### config.mk
export PLATFORM = sky130hd
export DESIGN_NAME = ceespu_sdram_arbiter_flat
export DESIGN_NICKNAME = d
export VERILOG_FILES = /design/src/rtl/ceespu_sdram_arbiter_if.sv /design/src/rtl/ceespu_sdram_arbiter.sv /design/src/flat_wrapper.sv
export SDC_FILE = /design/constraint.sdc
export NUM_CORES = 1
export LEC_CHECK = 0
export ABC_AREA = 1
export CELL_PAD_IN_SITES_DETAIL_PLACEMENT = 1
export CELL_PAD_IN_SITES_GLOBAL_PLACEMENT = 1
export CORE_ASPECT_RATIO = 1.2
export CORE_MARGIN = 5
export CORE_UTILIZATION = 17
export CTS_CLUSTER_DIAMETER = 40
export DETAILED_ROUTE_END_ITERATION = 8
export PLACE_DENSITY_LB_ADDON = 0.1
export SYNTH_ARGS = -nofsm -noshare
export SYNTH_HDL_FRONTEND = slang
export SYNTH_SLANG_ARGS = --single-unit
export TNS_END_PERCENT = 100
### constraint.sdc
create_clock -name I_clk -period 2.7 [get_ports I_clk]
set_input_delay 0.27 -clock I_clk [delete_from_list [all_inputs] [get_ports I_clk]]
set_output_delay 0.27 -clock I_clk [all_outputs]
set_load 0.02 [all_outputs]
### src/rtl/ceespu_sdram_arbiter_if.sv
// Bus bundle between the arbiter and its two requesters plus the SDRAM controller.
// Handshake: a requester holds I_x_req (with addr/we/wdata stable) until a cycle
// where O_x_busy is low; that cycle is the single transfer and O_sdram_new_command
// pulses with it. O_x_valid is a one-cycle read-data strobe with no back-pressure.
interface ceespu_sdram_arbiter_if;
  // I-port (instruction-cache refill, read-only)
  logic        I_i_req;
  logic        I_i_lock;
  logic [22:0] I_i_addr;
  logic        O_i_busy;
  logic        O_i_valid;
  logic [31:0] O_i_data;
  // D-port (data path, read/write)
  logic        I_d_req;
  logic        I_d_lock;
  logic [22:0] I_d_addr;
  logic        I_d_we;
  logic [31:0] I_d_wdata;
  logic        O_d_busy;
  logic        O_d_valid;
  logic [31:0] O_d_data;
  // SDRAM controller side
  logic [22:0] O_sdram_addr;
  logic        O_sdram_new_command;
  logic        O_sdram_we;
  logic [31:0] O_sdram_wdata;
  logic        I_sdram_busy;
  logic        I_sdram_valid;
  logic [31:0] I_sdram_data;
  logic        O_err;

  // Arbiter side
  modport slave (
    input  I_i_req, I_i_lock, I_i_addr,
    output O_i_busy, O_i_valid, O_i_data,
    input  I_d_req, I_d_lock, I_d_addr, I_d_we, I_d_wdata,
    output O_d_busy, O_d_valid, O_d_data,
    output O_sdram_addr, O_sdram_new_command, O_sdram_we, O_sdram_wdata,
    input  I_sdram_busy, I_sdram_valid, I_sdram_data,
    output O_err
  );

  // Requester / controller-model side
  modport master (
    output I_i_req, I_i_lock, I_i_addr,
    input  O_i_busy, O_i_valid, O_i_data,
    output I_d_req, I_d_lock, I_d_addr, I_d_we, I_d_wdata,
    input  O_d_busy, O_d_valid, O_d_data,
    input  O_sdram_addr, O_sdram_new_command, O_sdram_we, O_sdram_wdata,
    output I_sdram_busy, I_sdram_valid, I_sdram_data,
    input  O_err
  );
endinterface

### src/rtl/ceespu_sdram_arbiter.sv
// Two-port SDRAM arbiter: one owner at a time, lock keeps a refill burst intact,
// HOLD_MAX bounds how long an unlocked owner can starve the other port, and a
// tag FIFO routes in-order read responses back to the port that issued them.
module ceespu_sdram_arbiter #(
  parameter int OUTSTANDING = 4,
  parameter int HOLD_MAX    = 8
) (
  input  logic                 I_clk,
  input  logic                 I_rst,
  ceespu_sdram_arbiter_if.slave bus,
  output logic [1:0]           dbg_state_o
);

  localparam int PW = (OUTSTANDING > 1) ? $clog2(OUTSTANDING) : 1;
  localparam int HW = $clog2(HOLD_MAX + 1);
  localparam logic [HW-1:0] HOLD_LIM  = HOLD_MAX[HW-1:0];
  localparam logic [PW:0]   FIFO_LIM  = OUTSTANDING[PW:0];

  typedef enum logic [1:0] {
    ST_IDLE  = 2'd0,
    ST_OWN_I = 2'd1,
    ST_OWN_D = 2'd2
  } state_t;

  state_t        state_q, state_d;
  logic          last_d_q, last_d_d;   // 1: D was the last owner
  logic [HW-1:0] hold_q, hold_d;

  // Tag FIFO: 0 = response belongs to I, 1 = belongs to D
  logic          tag_mem_q [OUTSTANDING];
  logic [PW-1:0] wr_ptr_q, rd_ptr_q;
  logic [PW:0]   count_q;
  logic          err_q;

  logic        own_d, req_x, lock_x, other_req, read_x, preempt;
  logic        accept, push, push_tag, pop, head_tag;
  logic        fifo_full, fifo_empty;
  logic        new_cmd, cmd_we, i_busy, d_busy;
  logic [22:0] cmd_addr;
  logic [31:0] cmd_wdata;

  assign fifo_full  = (count_q == FIFO_LIM);
  assign fifo_empty = (count_q == '0);

  // Owner-relative views of the request inputs
  always_comb begin
    own_d     = (state_q == ST_OWN_D);
    req_x     = own_d ? bus.I_d_req  : bus.I_i_req;
    lock_x    = own_d ? bus.I_d_lock : bus.I_i_lock;
    other_req = own_d ? bus.I_i_req  : bus.I_d_req;
    read_x    = own_d ? ~bus.I_d_we  : 1'b1;
    // Unlocked owner that has used its quota yields to a waiting port
    preempt   = ~lock_x & other_req & (hold_q >= HOLD_LIM);
  end

  // Next-state, command mux and busy flags
  always_comb begin
    state_d   = state_q;
    last_d_d  = last_d_q;
    hold_d    = hold_q;
    accept    = 1'b0;
    push      = 1'b0;
    push_tag  = 1'b0;
    new_cmd   = 1'b0;
    cmd_we    = 1'b0;
    cmd_addr  = '0;
    cmd_wdata = '0;
    i_busy    = 1'b1;
    d_busy    = 1'b1;
    case (state_q)
      ST_IDLE: begin
        if (bus.I_i_req && bus.I_d_req) begin
          state_d = last_d_q ? ST_OWN_I : ST_OWN_D;
        end else if (bus.I_i_req) begin
          state_d = ST_OWN_I;
        end else if (bus.I_d_req) begin
          state_d = ST_OWN_D;
        end
      end
      ST_OWN_I, ST_OWN_D: begin
        // Full FIFO blocks a read even when a pop frees a slot this cycle,
        // which also keeps I_sdram_valid off the command path.
        accept = req_x & ~bus.I_sdram_busy & ~(read_x & fifo_full) & ~preempt;
        if (accept) begin
          new_cmd   = 1'b1;
          cmd_addr  = own_d ? bus.I_d_addr : bus.I_i_addr;
          cmd_we    = own_d & bus.I_d_we;
          cmd_wdata = own_d ? bus.I_d_wdata : 32'd0;
          hold_d    = (hold_q == HOLD_LIM) ? hold_q : hold_q + 1'b1;
          push      = read_x;
          push_tag  = own_d;
          if (own_d) d_busy = 1'b0;
          else       i_busy = 1'b0;
        end
        if ((~req_x & ~lock_x) | preempt) begin
          state_d  = ST_IDLE;
          last_d_d = own_d;
          hold_d   = '0;
        end
      end
      default: state_d = ST_IDLE;
    endcase
  end

  // Response routing: the FIFO head names the port, independent of current owner
  always_comb begin
    pop      = bus.I_sdram_valid & ~fifo_empty;
    head_tag = tag_mem_q[rd_ptr_q];
  end

  assign bus.O_sdram_new_command = new_cmd;
  assign bus.O_sdram_addr        = cmd_addr;
  assign bus.O_sdram_we          = cmd_we;
  assign bus.O_sdram_wdata       = cmd_wdata;
  assign bus.O_i_busy            = i_busy;
  assign bus.O_d_busy            = d_busy;
  assign bus.O_i_valid           = pop & ~head_tag;
  assign bus.O_d_valid           = pop & head_tag;
  assign bus.O_i_data            = pop ? bus.I_sdram_data : 32'd0;
  assign bus.O_d_data            = pop ? bus.I_sdram_data : 32'd0;
  assign bus.O_err               = err_q;
  assign dbg_state_o             = state_q;

  // FSM, hold counter, FIFO pointers and sticky error
  always_ff @(posedge I_clk) begin
    if (I_rst) begin
      state_q  <= ST_IDLE;
      last_d_q <= 1'b1;
      hold_q   <= '0;
      wr_ptr_q <= '0;
      rd_ptr_q <= '0;
      count_q  <= '0;
      err_q    <= 1'b0;
    end else begin
      state_q  <= state_d;
      last_d_q <= last_d_d;
      hold_q   <= hold_d;
      if (push) wr_ptr_q <= wr_ptr_q + 1'b1;
      if (pop)  rd_ptr_q <= rd_ptr_q + 1'b1;
      case ({push, pop})
        2'b10:   count_q <= count_q + 1'b1;
        2'b01:   count_q <= count_q - 1'b1;
        default: count_q <= count_q;
      endcase
      if (bus.I_sdram_valid && fifo_empty) err_q <= 1'b1;
    end
  end

  // Tag storage; contents are don't-care until written
  always_ff @(posedge I_clk) begin
    if (push) tag_mem_q[wr_ptr_q] <= push_tag;
  end

endmodule
### src/flat_wrapper.sv
// flat-port wrapper written by rule: the top's interface ports become plain ports
module ceespu_sdram_arbiter_flat 
#(
  parameter int OUTSTANDING = 4,
  parameter int HOLD_MAX    = 8
)
  (I_clk, I_rst, dbg_state_o, bus_I_i_req, bus_I_i_lock, bus_I_i_addr, bus_O_i_busy, bus_O_i_valid, bus_O_i_data, bus_I_d_req, bus_I_d_lock, bus_I_d_addr, bus_I_d_we, bus_I_d_wdata, bus_O_d_busy, bus_O_d_valid, bus_O_d_data, bus_O_sdram_addr, bus_O_sdram_new_command, bus_O_sdram_we, bus_O_sdram_wdata, bus_I_sdram_busy, bus_I_sdram_valid, bus_I_sdram_data, bus_O_err);
  ceespu_sdram_arbiter_if bus_i ();
  input  logic I_clk;
  input  logic I_rst;
  output logic [1:0] dbg_state_o;
  input wire logic [$bits(bus_i.I_i_req)-1:0] bus_I_i_req;
  input wire logic [$bits(bus_i.I_i_lock)-1:0] bus_I_i_lock;
  input wire logic [$bits(bus_i.I_i_addr)-1:0] bus_I_i_addr;
  output wire logic [$bits(bus_i.O_i_busy)-1:0] bus_O_i_busy;
  output wire logic [$bits(bus_i.O_i_valid)-1:0] bus_O_i_valid;
  output wire logic [$bits(bus_i.O_i_data)-1:0] bus_O_i_data;
  input wire logic [$bits(bus_i.I_d_req)-1:0] bus_I_d_req;
  input wire logic [$bits(bus_i.I_d_lock)-1:0] bus_I_d_lock;
  input wire logic [$bits(bus_i.I_d_addr)-1:0] bus_I_d_addr;
  input wire logic [$bits(bus_i.I_d_we)-1:0] bus_I_d_we;
  input wire logic [$bits(bus_i.I_d_wdata)-1:0] bus_I_d_wdata;
  output wire logic [$bits(bus_i.O_d_busy)-1:0] bus_O_d_busy;
  output wire logic [$bits(bus_i.O_d_valid)-1:0] bus_O_d_valid;
  output wire logic [$bits(bus_i.O_d_data)-1:0] bus_O_d_data;
  output wire logic [$bits(bus_i.O_sdram_addr)-1:0] bus_O_sdram_addr;
  output wire logic [$bits(bus_i.O_sdram_new_command)-1:0] bus_O_sdram_new_command;
  output wire logic [$bits(bus_i.O_sdram_we)-1:0] bus_O_sdram_we;
  output wire logic [$bits(bus_i.O_sdram_wdata)-1:0] bus_O_sdram_wdata;
  input wire logic [$bits(bus_i.I_sdram_busy)-1:0] bus_I_sdram_busy;
  input wire logic [$bits(bus_i.I_sdram_valid)-1:0] bus_I_sdram_valid;
  input wire logic [$bits(bus_i.I_sdram_data)-1:0] bus_I_sdram_data;
  output wire logic [$bits(bus_i.O_err)-1:0] bus_O_err;
  assign bus_i.I_i_req = bus_I_i_req;
  assign bus_i.I_i_lock = bus_I_i_lock;
  assign bus_i.I_i_addr = bus_I_i_addr;
  assign bus_O_i_busy = bus_i.O_i_busy;
  assign bus_O_i_valid = bus_i.O_i_valid;
  assign bus_O_i_data = bus_i.O_i_data;
  assign bus_i.I_d_req = bus_I_d_req;
  assign bus_i.I_d_lock = bus_I_d_lock;
  assign bus_i.I_d_addr = bus_I_d_addr;
  assign bus_i.I_d_we = bus_I_d_we;
  assign bus_i.I_d_wdata = bus_I_d_wdata;
  assign bus_O_d_busy = bus_i.O_d_busy;
  assign bus_O_d_valid = bus_i.O_d_valid;
  assign bus_O_d_data = bus_i.O_d_data;
  assign bus_O_sdram_addr = bus_i.O_sdram_addr;
  assign bus_O_sdram_new_command = bus_i.O_sdram_new_command;
  assign bus_O_sdram_we = bus_i.O_sdram_we;
  assign bus_O_sdram_wdata = bus_i.O_sdram_wdata;
  assign bus_i.I_sdram_busy = bus_I_sdram_busy;
  assign bus_i.I_sdram_valid = bus_I_sdram_valid;
  assign bus_i.I_sdram_data = bus_I_sdram_data;
  assign bus_O_err = bus_i.O_err;
  ceespu_sdram_arbiter #(.OUTSTANDING(OUTSTANDING), .HOLD_MAX(HOLD_MAX)) u_core (.I_clk(I_clk), .I_rst(I_rst), .bus(bus_i), .dbg_state_o(dbg_state_o));
endmodule
==> results of run 1 <==
cells in the final DEF (no fill, tap or decap), types with 2 or more instances in the layout:
cell type        instances
clkdlybuf4s15_1         15
nor2_4                   2
nand3_2                  2
clkdlybuf4s50_1        189
nor2_1                  80
xor2_1                   2
clkbuf_16                3
dlygate4sd2_1           25
nand4_1                  6
buf_4                   23
nand3_1                 10
inv_2                    3
edfxtp_1                 4
nand2_1                119
dfxtp_1                 16
ha_4                     2
clkbuf_2                16
o21ai_0                  7
a21oi_1                 19
inv_1                   64
ha_1                     8
a21oi_2                 18
report_power, final:
part | leakage, nW | total (W) | switching [W] | internal [W]
registers | 0.174 | 0.000420 | 0.0000429 | 0.000377
clock network | 0.0409 | 0.000321 | 0.000122 | 0.000199
logic | 1.98 | 0.00207 | 0.00117 | 0.000898
total | 2.20 | 0.00281 | 0.00133 | 0.00147
state kept, by name, indices dropped and copies added, names as in the netlist, named ones only:
name / flops
u_core.dbg_state_o: 2
u_core.tag_mem_q: 4
u_core.hold_q: 4
u_core.rd_ptr_q: 2
u_core.wr_ptr_q: 2
u_core.count_q: 3
u_core.bus.O_err: 1
u_core.last_d_q: 1
per-stage QoR:
step,cell area (µm²),setup WS (ns)
finish,4930,0.162
global placement,4940,-0.0558
global route,4930,0.000853
detailed placement,4940,-0.112
floorplan,2420,0.0795
CTS,4950,0.00554
Yosys cell counts, drive strengths merged:
master | n | area share
ha | 10 | 0.052
fa | 1 | 0.0083
inv | 68 | 0.11
nand4 | 6 | 0.016
nor2 | 83 | 0.14
buf | 37 | 0.12
nand3 | 12 | 0.029
a32oi | 1 | 0.0036
o21ai | 8 | 0.017
edfxtp | 4 | 0.050
nand2 | 119 | 0.18
dfxtp | 17 | 0.14
a21oi | 37 | 0.10
clkbuf | 12 | 0.019
xor2 | 2 | 0.0073
cell families (layout without fill, tap and decap cells):
group / after synthesis / in the layout / share of synthesized area
flops: 21 / 21 / 0.191
xor+xnor: 2 / 2 / 0.00725
compound gates: 46 / 46 / 0.125
simple gates: 220 / 220 / 0.369
buf+inv: 117 / 341 / 0.248
fa+ha+maj: 11 / 11 / 0.0601
metal layers:
metal,vias up,part of all wire
met5,-,0
met4,0,0.025
met3,21,0.051
met2,115,0.55
li1,1670,-
met1,1453,0.38
area by class of cell:
cell class | instances | area [µm²] | share of cell area
multi-input combinational | 279 | 1390 | 0.281
sequential | 21 | 462 | 0.0936
inverter | 68 | 258 | 0.0522
clock buffer | 3 | 75.1 | 0.0152
clock inverter | 1 | 5.00 | 0.00101
tap | 171 | 214 | 0.0434
timing repair buffer | 269 | 2530 | 0.514
final timing paths:
| path | start | end | slack [ns] | cells past startpoint |
|---|---|---|---|---|
| max | u_core.dbg_state_o[0] | bus_O_sdram_new_command | 0.16 | 11 |
| min reg2reg | u_core.bus.O_err | u_core.bus.O_err | 0.45 | 2 |
| max reg2reg | u_core.dbg_state_o[0] | u_core.count_q[2] | 0.19 | 17 |
| min | u_core.bus.O_err | u_core.bus.O_err | 0.45 | 2 |
critical path: stages (launching register included):
cell,delay [ns]
dfxtp_1,0.34
inv_2,0.08
ha_4,0.18
inv_1,0.06
nand2_1,0.05
nand2_1,0.10
nand3_2,0.14
nor2_8,0.14
inv_2,0.05
nor2_4,0.10
buf_4,0.12
clkdlybuf4s50_1,0.63
==> impl_metrics.tcl, run 1 <==
set metrics [dict create \
    cts.repair.resized 57 \
    p_leak_nw 2.20 \
    end_kind "primary output" \
    total_power_w 0.00281 \
    grt_pass1_wl_um 19500 \
    final_cells 812 \
    slew_headroom 0.717 \
    syn_nets 547 \
    clockBufferDepth 2 \
    cts.htree.levels 1 \
    dpl.hpwl_um 11300 \
    vdd_drop_max_uv 300 \
    grt_antenna_before_repair 0 \
    rows 47 \
    cts_hold_buf 0 \
    drtIter0Drc 102 \
    use_met1 0.150 \
    hold_class "reg -> reg" \
    critical_path_required_ns 2.43 \
    period_share 0.940 \
    wirelength_um 13000 \
    area_growth_pct 104 \
    root_buffer "clkbuf_16" \
    port_buffers 246 \
    setup_violations 0 \
    p_per_area_nw_per_um2 569 \
    timing.fmax_mhz 394 \
    post_synth.cell_area_avg_um2 5.79 \
    grt_setup_unrepaired "no" \
    finalHoldViolations 0 \
    core_um2 13900 \
    cp-start-kind "flop" \
    yosys_warnings 0 \
    clk_latency_ns 0.26 \
    grt_pass1_vias 3308 \
    yosysSeqAreaShare 0.191 \
    ys_ff_latch 21 \
    wire_per_inst_um 16.0 \
    chipWidth_um 119 \
    vias 3259 \
    die-area_um2 16700 \
    start_util 0.174 \
    fill_cells 1775 \
    worstPathArrival_ns 2.27 \
    fin_util 0.355 \
    outcome "finished, final reports clean" \
    cts_tree "done" \
    met3_usage 0.0284 \
    io_pins 247 \
    die_h_um 141 \
    grt_overflow 0 \
    cts_buffers 3 \
    diodes 0 \
    use_met2 0.295 \
    track_usage 0.146 \
    drcViolationCount 0 \
    grt_busiest_layer "met2" \
    grt_start_max_net_pins 44 \
    worst_pin_slew_ns 0.424 \
    postRouteAntennaNets 0 \
    syn_area_um2 2420 \
    clock-sinks 21 \
    holdWs_ns 0.454 \
    final_nets 772 \
    vias_per_cell 4.01 \
    final_layout_size_suffix_gt1_frac 0.115 \
    cp_max_fo 4 \
    synth_cell_types 23 \
    post_cts_buffers 0 \
    drtPass1Iterations 4 \
    clkTransAtPathRegs_ns 0.06 \
    slew_violations 0 \
    worstSetupPathType "reg -> out" \
    skew_ns 0.00400 \
    gp_congestion 0.793 \
    fin_crit_ns 2.54 \
    fin_tns_setup_ns 0 \
    postSynthCellCount 417 \
    dp.cells 808 \
    max_cap_viol_count 0 \
]
(Power assumes the default switching activity.)
==> run 2, diff against run 1 <==
--- a/config.mk
+++ b/config.mk
@@ -12,6 +12,7 @@
 export CORE_MARGIN = 5
 export CORE_UTILIZATION = 17
 export CTS_CLUSTER_DIAMETER = 40
+export CTS_CLUSTER_SIZE = 25
 export DETAILED_ROUTE_END_ITERATION = 8
 export PLACE_DENSITY_LB_ADDON = 0.1
 export SYNTH_ARGS = -nofsm -noshare
==> results of run 2 <==
Same layout as run 1: the final DEF is identical, and so are final timing and power.
